[config.mk]
export PLATFORM = sky130hd
export DESIGN_NAME = dmem_arbiter
export DESIGN_NICKNAME = d
export VERILOG_FILES = /design/src/rtl/dmem_arb_pkg.sv /design/src/rtl/dmem_arbiter_rr2.sv /design/src/rtl/dmem_arbiter.sv
export SDC_FILE = /design/constraint.sdc
export NUM_CORES = 1
export LEC_CHECK = 0
export ABC_AREA = 0
export BUFFER_PORTS_ARGS = -buffer_cell sky130_fd_sc_hd__buf_2
export CORE_ASPECT_RATIO = 1.1
export CORE_MARGIN = 3
export CORE_UTILIZATION = 30
export CTS_BUF_LIST = sky130_fd_sc_hd__clkbuf_8
export CTS_CLUSTER_SIZE = 25
export DETAILED_ROUTE_END_ITERATION = 12
export GPL_TIMING_DRIVEN = 0
export SYNTH_ARGS = -nofsm -noshare
export SYNTH_HDL_FRONTEND = slang
export SYNTH_SLANG_ARGS = --single-unit
[constraint.sdc]
create_clock -name clk -period 2 [get_ports clk]
set_input_delay 0.4 -clock clk [delete_from_list [all_inputs] [get_ports clk]]
set_output_delay 0.4 -clock clk [all_outputs]
set_load 0.02 [all_outputs]
[src/rtl/dmem_arb_pkg.sv]
// dmem_arb_pkg: shared state encoding and default widths for the D-memory arbiter.
// Default widths track the control unit's D_MAR bus so both sides stay in step.
package dmem_arb_pkg;

    localparam int DMEM_ADDR_W  = 8;
    localparam int DMEM_DATA_W  = 16;
    localparam int DMEM_MEM_LAT = 1;

    typedef enum logic [1:0] {
        ST_IDLE   = 2'd0,
        ST_ACCESS = 2'd1,
        ST_DONE   = 2'd2
    } arb_state_e;

    // Width of the access-latency down-counter; it only ever holds MEM_LAT-1.
    function automatic int lat_cnt_w(input int lat);
        return (lat > 1) ? $clog2(lat) : 1;
    endfunction

endpackage

[src/rtl/dmem_arbiter_rr2.sv]
// arb_rr2: two-input grant selector for the D-memory arbiter.
// Default build: round-robin on ties, the side not served last wins.
// With DMEM_ARB_CPU_PRIO_EN defined: requester 0 (CPU) always wins ties and
// last_i is ignored.
module arb_rr2 (
    input  logic       req0_i,
    input  logic       req1_i,
    input  logic       last_i,   // 1: side 1 was served last, so side 0 wins a tie
    input  logic       accept_i, // arbiter can take a new transfer this cycle
    output logic [1:0] gnt_o     // one-hot, bit n grants requester n
);

    // Resolve the one-hot grant for the current accept opportunity.
    always_comb begin
        gnt_o = 2'b00;
        if (accept_i) begin
`ifdef DMEM_ARB_CPU_PRIO_EN
            gnt_o[0] = req0_i;
            gnt_o[1] = req1_i & ~req0_i;
`else
            if (req0_i && req1_i) begin
                gnt_o[0] = last_i;
                gnt_o[1] = ~last_i;
            end else begin
                gnt_o[0] = req0_i;
                gnt_o[1] = req1_i;
            end
`endif
        end
    end

`ifdef DMEM_ARB_CPU_PRIO_EN
    // The pointer is still tracked by the parent but plays no part here.
    logic unused_last;
    assign unused_last = last_i;
`endif

endmodule

[src/rtl/dmem_arbiter.sv]
// dmem_arbiter: shares the single-ported data memory between the CPU control
// path (side 0) and a secondary DMA/debug master (side 1). Each granted access
// runs IDLE -> ACCESS (MEM_LAT cycles) -> DONE and ends with a one-cycle done.
// Optional macro DMEM_ARB_CPU_PRIO_EN selects fixed CPU priority on ties
// (handled inside arb_rr2); the default build is round-robin.
module dmem_arbiter
    import dmem_arb_pkg::*;
#(
    parameter int ADDR_W  = DMEM_ADDR_W,
    parameter int DATA_W  = DMEM_DATA_W,
    parameter int MEM_LAT = DMEM_MEM_LAT
) (
    input  logic              clk,
    input  logic              reset_cycle,
    input  logic              req0,
    input  logic              we0,
    input  logic [ADDR_W-1:0] addr0,
    input  logic [DATA_W-1:0] wdata0,
    input  logic              req1,
    input  logic              we1,
    input  logic [ADDR_W-1:0] addr1,
    input  logic [DATA_W-1:0] wdata1,
    output logic              gnt0,
    output logic              gnt1,
    output logic              done0,
    output logic              done1,
    output logic [DATA_W-1:0] rdata,
    output logic [ADDR_W-1:0] mem_addr,
    output logic [DATA_W-1:0] mem_wdata,
    output logic              mem_re,
    output logic              mem_we,
    input  logic [DATA_W-1:0] mem_rdata,
    output logic              busy
);

    localparam int               CNT_W    = lat_cnt_w(MEM_LAT);
    localparam logic [CNT_W-1:0] CNT_LOAD = CNT_W'(MEM_LAT - 1);

    arb_state_e        state_q, state_d;
    logic [CNT_W-1:0]  cnt_q, cnt_d;
    logic              last_q, last_d;
    logic              side_q, side_d;
    logic              we_l_q, we_l_d;
    logic [ADDR_W-1:0] addr_l_q, addr_l_d;
    logic [DATA_W-1:0] wdata_l_q, wdata_l_d;
    logic              gnt0_q, gnt0_d;
    logic              gnt1_q, gnt1_d;
    logic              done0_q, done0_d;
    logic              done1_q, done1_d;
    logic              busy_q, busy_d;
    logic [DATA_W-1:0] rdata_q, rdata_d;

    logic              accept;
    logic [1:0]        sel;
    logic              in_access;

    assign accept = (state_q == ST_IDLE);

    arb_rr2 u_arb (
        .req0_i   (req0),
        .req1_i   (req1),
        .last_i   (last_q),
        .accept_i (accept),
        .gnt_o    (sel)
    );

    // State register; reset aborts any transfer in flight.
    always_ff @(posedge clk or posedge reset_cycle) begin
        if (reset_cycle) begin
            state_q <= ST_IDLE;
        end else begin
            state_q <= state_d;
        end
    end

    // Next-state: accept in IDLE, count out the access, single DONE cycle.
    always_comb begin
        state_d = state_q;
        case (state_q)
            ST_IDLE: begin
                if (sel != 2'b00) begin
                    state_d = ST_ACCESS;
                end
            end
            ST_ACCESS: begin
                if (cnt_q == '0) begin
                    state_d = ST_DONE;
                end
            end
            ST_DONE: begin
                state_d = ST_IDLE;
            end
            default: begin
                state_d = ST_IDLE;
            end
        endcase
    end

    // Next values of latched request, counter, pointer and registered outputs.
    always_comb begin
        cnt_d     = cnt_q;
        last_d    = last_q;
        side_d    = side_q;
        we_l_d    = we_l_q;
        addr_l_d  = addr_l_q;
        wdata_l_d = wdata_l_q;
        gnt0_d    = gnt0_q;
        gnt1_d    = gnt1_q;
        done0_d   = 1'b0;
        done1_d   = 1'b0;
        rdata_d   = rdata_q;
        busy_d    = (state_d != ST_IDLE);
        case (state_q)
            ST_IDLE: begin
                if (sel != 2'b00) begin
                    // Snapshot the winner so later request changes cannot leak in.
                    side_d    = sel[1];
                    we_l_d    = sel[1] ? we1 : we0;
                    addr_l_d  = sel[1] ? addr1 : addr0;
                    wdata_l_d = sel[1] ? wdata1 : wdata0;
                    cnt_d     = CNT_LOAD;
                    gnt0_d    = sel[0];
                    gnt1_d    = sel[1];
                end
            end
            ST_ACCESS: begin
                if (cnt_q == '0) begin
                    if (!we_l_q) begin
                        rdata_d = mem_rdata;
                    end
                    done0_d = ~side_q;
                    done1_d = side_q;
                end else begin
                    cnt_d = cnt_q - 1'b1;
                end
            end
            ST_DONE: begin
                last_d = side_q;
                gnt0_d = 1'b0;
                gnt1_d = 1'b0;
            end
            default: begin
                gnt0_d = 1'b0;
                gnt1_d = 1'b0;
            end
        endcase
    end

    // Registered outputs and latched request; all cleared on reset.
    always_ff @(posedge clk or posedge reset_cycle) begin
        if (reset_cycle) begin
            cnt_q     <= '0;
            last_q    <= 1'b1;
            side_q    <= 1'b0;
            we_l_q    <= 1'b0;
            addr_l_q  <= '0;
            wdata_l_q <= '0;
            gnt0_q    <= 1'b0;
            gnt1_q    <= 1'b0;
            done0_q   <= 1'b0;
            done1_q   <= 1'b0;
            busy_q    <= 1'b0;
            rdata_q   <= '0;
        end else begin
            cnt_q     <= cnt_d;
            last_q    <= last_d;
            side_q    <= side_d;
            we_l_q    <= we_l_d;
            addr_l_q  <= addr_l_d;
            wdata_l_q <= wdata_l_d;
            gnt0_q    <= gnt0_d;
            gnt1_q    <= gnt1_d;
            done0_q   <= done0_d;
            done1_q   <= done1_d;
            busy_q    <= busy_d;
            rdata_q   <= rdata_d;
        end
    end

    // Memory port decodes from state and latched copy only, never from req.
    always_comb begin
        in_access = (state_q == ST_ACCESS);
        mem_re    = in_access & ~we_l_q;
        mem_we    = in_access & we_l_q;
        mem_addr  = in_access ? addr_l_q : '0;
        mem_wdata = in_access ? wdata_l_q : '0;
    end

    assign gnt0  = gnt0_q;
    assign gnt1  = gnt1_q;
    assign done0 = done0_q;
    assign done1 = done1_q;
    assign busy  = busy_q;
    assign rdata = rdata_q;

endmodule

==> flow_summary.ini <==
[floorplan]
die-area_sq_um = 9230
rows = 33
die_x_microns = 91.88
die-height_microns = 100.5
core-area_sq_um = 7680
start_util_pct = 31.69
ios = 117

[yosys]
ys_seq_elements = 50
synth_area_leaders = dfrtp_1, mux2_2, and3_1, o311ai_1, nand4_1
synth_ff_type = dfrtp_1
synth-edff-count = 0
synthCells = 240
synth.top_cell.area_share_pct = 50.39
synthesis.nets = 310
ys_async_sr_fraction_pct = 100.0
synth_area_leader_cell = dfrtp_1
yosysMostFrequentCell = dfrtp_1
ys_warn_count = 0
syn-mean-instance-area_sq_um = 10.14
synthTopCellsByCount = dfrtp_1, inv_1, and3_1, o21ai_0, nand4_1
netlist_area_sq_um = 2434
seq_area_frac_synth_pct = 51.47
yosysUniqueCellTypes = 25

[drt]
drt_iter0_drc = 101
route.detailed.drc = 0
viasPerCell = 4.994
drt_first_pass_iters = 4
wl_per_cell_microns = 15.63
wl_microns = 7364
vias = 2352
ant_nets = 0

[worst_setup_path]
crit_type = flip-flop to output pin
cp.required_ns = 1.60
rrSetupSlack_ns = 0.27
r2r-end = wdata_l_q[0]
critPathArrivalTime_ns = 1.55
rr_startpoint = last_q
start_kind = flip-flop
rr_worst_depth = 5
crit_path_end_kind = output pin
cpPeakStageDelay_ns = 0.47
cp_cell_sequence = nand2b_1, nor2_4, buf_6, buf_2
cp_max_fo = 10
slowest_stage = dfrtp_1

[grt]
grt_pass1_vias = 2439
gr-usage-all-layers_pct = 16.93
grt_antenna_before_repair = 0
grt_max_degree = 34
grt_remaining_overflow = 0
grt_pass1_wl_microns = 12360

[clock_network]
clock_sinks = 50
insertion_delay_ns = 0.30
htree_levels = 2
cts.clk_slew.worst_paths_ns = 0.10
cts_hold_buf = 0
cts_buffers = 5
cts_tree = built
cts_max_path_buffers = 2
cts_root_buffer = clkbuf_8

[placed_design]
gp_congestion = 0.7576
place_hpwl_microns = 5485
placed_cell_area_sq_um = 3166
io_buffers = 116

[timing]
max_slew_margin_pct = 64.47
setup_viol_count_final = 0
fin_crit_ns = 1.955
clock_skew_ns = 0.009198
maxSlewViolCount = 0
hold_violations = 0
tightest_slew_ns = 0.5329
fin_crit_sh_pct = 97.74
fmax_ghz = 0.5116
rsz0062_at_grt = yes

[worst_hold_path]
worst_hold_path_type = input port to async pin

[power]
power_leakage_nw = 1.730
ir_drop_mv = 0.4856
power.density_nw_per_um2 = 1609

[cells_and_area]
nets = 435
layout-drive-gt1-share_pct = 43.44
final_core_utilization_pct = 43.06
antenna_cells = 0
final_cell_area_sq_um = 3307
syn_to_final_growth_pct = 35.89

[run]
cap_violations = 0

[outcome]
outcome = completed
## critical path, delay by kind of cell (launching register included)
kind	cells	cell delay (ns)
flip-flops	1	0.47
AND/OR/NAND/NOR	2	0.45
buffers and inverters	2	0.32
## layout by cell type, fill, tap and decap left out, types with 2 or more instances in the layout
cell type	count
buf_2	119
dfrtp_1	49
inv_1	29
and3_1	27
o21ai_0	27
nand4_1	25
o311ai_1	18
mux2_2	16
clkbuf_1	13
o311ai_0	7
clkbuf_8	5
clkbuf_4	4
nand2_1	3
buf_6	3
nor2_4	2
nor2_1	2
inv_2	2
clkinvlp_4	2
## through the flow
step | total power [mW] | cells | hold WS (ns) | setup TNS (ns) | worst slack, ns
after floorplan | 3.657 | 240 | 0.4400 | 0 | 0.4005
after global placement | 4.545 | 461 | 0.4744 | -12.12 | -0.2494
after detailed placement | 4.620 | 462 | 0.4031 | 0 | 0.04272
after CTS | 5.383 | 471 | 0.06933 | 0 | 0.01061
after global routing | 5.760 | 471 | 0.07646 | -0.1542 | -0.02666
final | 5.319 | 471 | 0.06324 | 0 | 0.04518
## area by class of cell
class / count / area [sq um]
inverter: 31 / 116.4
clock inverter: 3 / 45.04
fill: 822 / 4373
sequential: 50 / 1252
clock buffer: 5 / 68.82
tap: 105 / 131.4
timing repair buffer: 118 / 608.1
buffer: 24 / 132.6
multi-input combinational: 135 / 952.2
## power by group
part	internal [mW]	switching [mW]
logic	1.10	1.72
clock network	0.372	0.351
registers	1.54	0.240
## logic make-up (layout without fill, tap and decap cells)
family | Yosys count | in the layout | synth area share [%]
AND/OR/NAND/NOR | 62 | 62 | 15.58
AO/OA/AOI/OAI | 57 | 57 | 15.94
flip-flops | 50 | 50 | 51.47
buffers and inverters | 55 | 181 | 9.614
multiplexers | 16 | 16 | 7.403
## state kept, by name (all words and copies together) (netlist names), 2 cells and up
name	count
addr_l_q	8
rdata	16
state_q	2
wdata_l_q	16
## metal layers
metal / vias up / share of wire, % / GRT usage (%)
met3: 4 / 5.8 / 3.211
met1: 1121 / 44 / 21.84
met2: 100 / 49 / 29.27
met4: 0 / 0.94 / 4.457
met5: - / 0 / 0
li1: 1127 / - / -
## worst max path at each step
stage | start | end | slack [ns] | cells past startpoint
2_1_floorplan | reset_cycle | addr_l_q[0] | 0.40 | 1
3_3_place_gp | reset_cycle | wdata_l_q[7] | -0.25 | 2
3_5_place_dp | state_q[0] | mem_wdata[13] | 0.04 | 4
4_1_cts | state_q[0] | mem_wdata[13] | 0.01 | 4
5_1_grt | state_q[1] | mem_addr[1] | -0.03 | 4
6_report | state_q[1] | mem_re | 0.05 | 4
## timing repair
action,in CTS,in global routing
gates resized for setup,7,6
setup endpoints to repair,20,20
pin swaps,1,0
endpoints found under the hold margin,0,0
buffers inserted,1,0
Power figures use the tool's default switching activity.
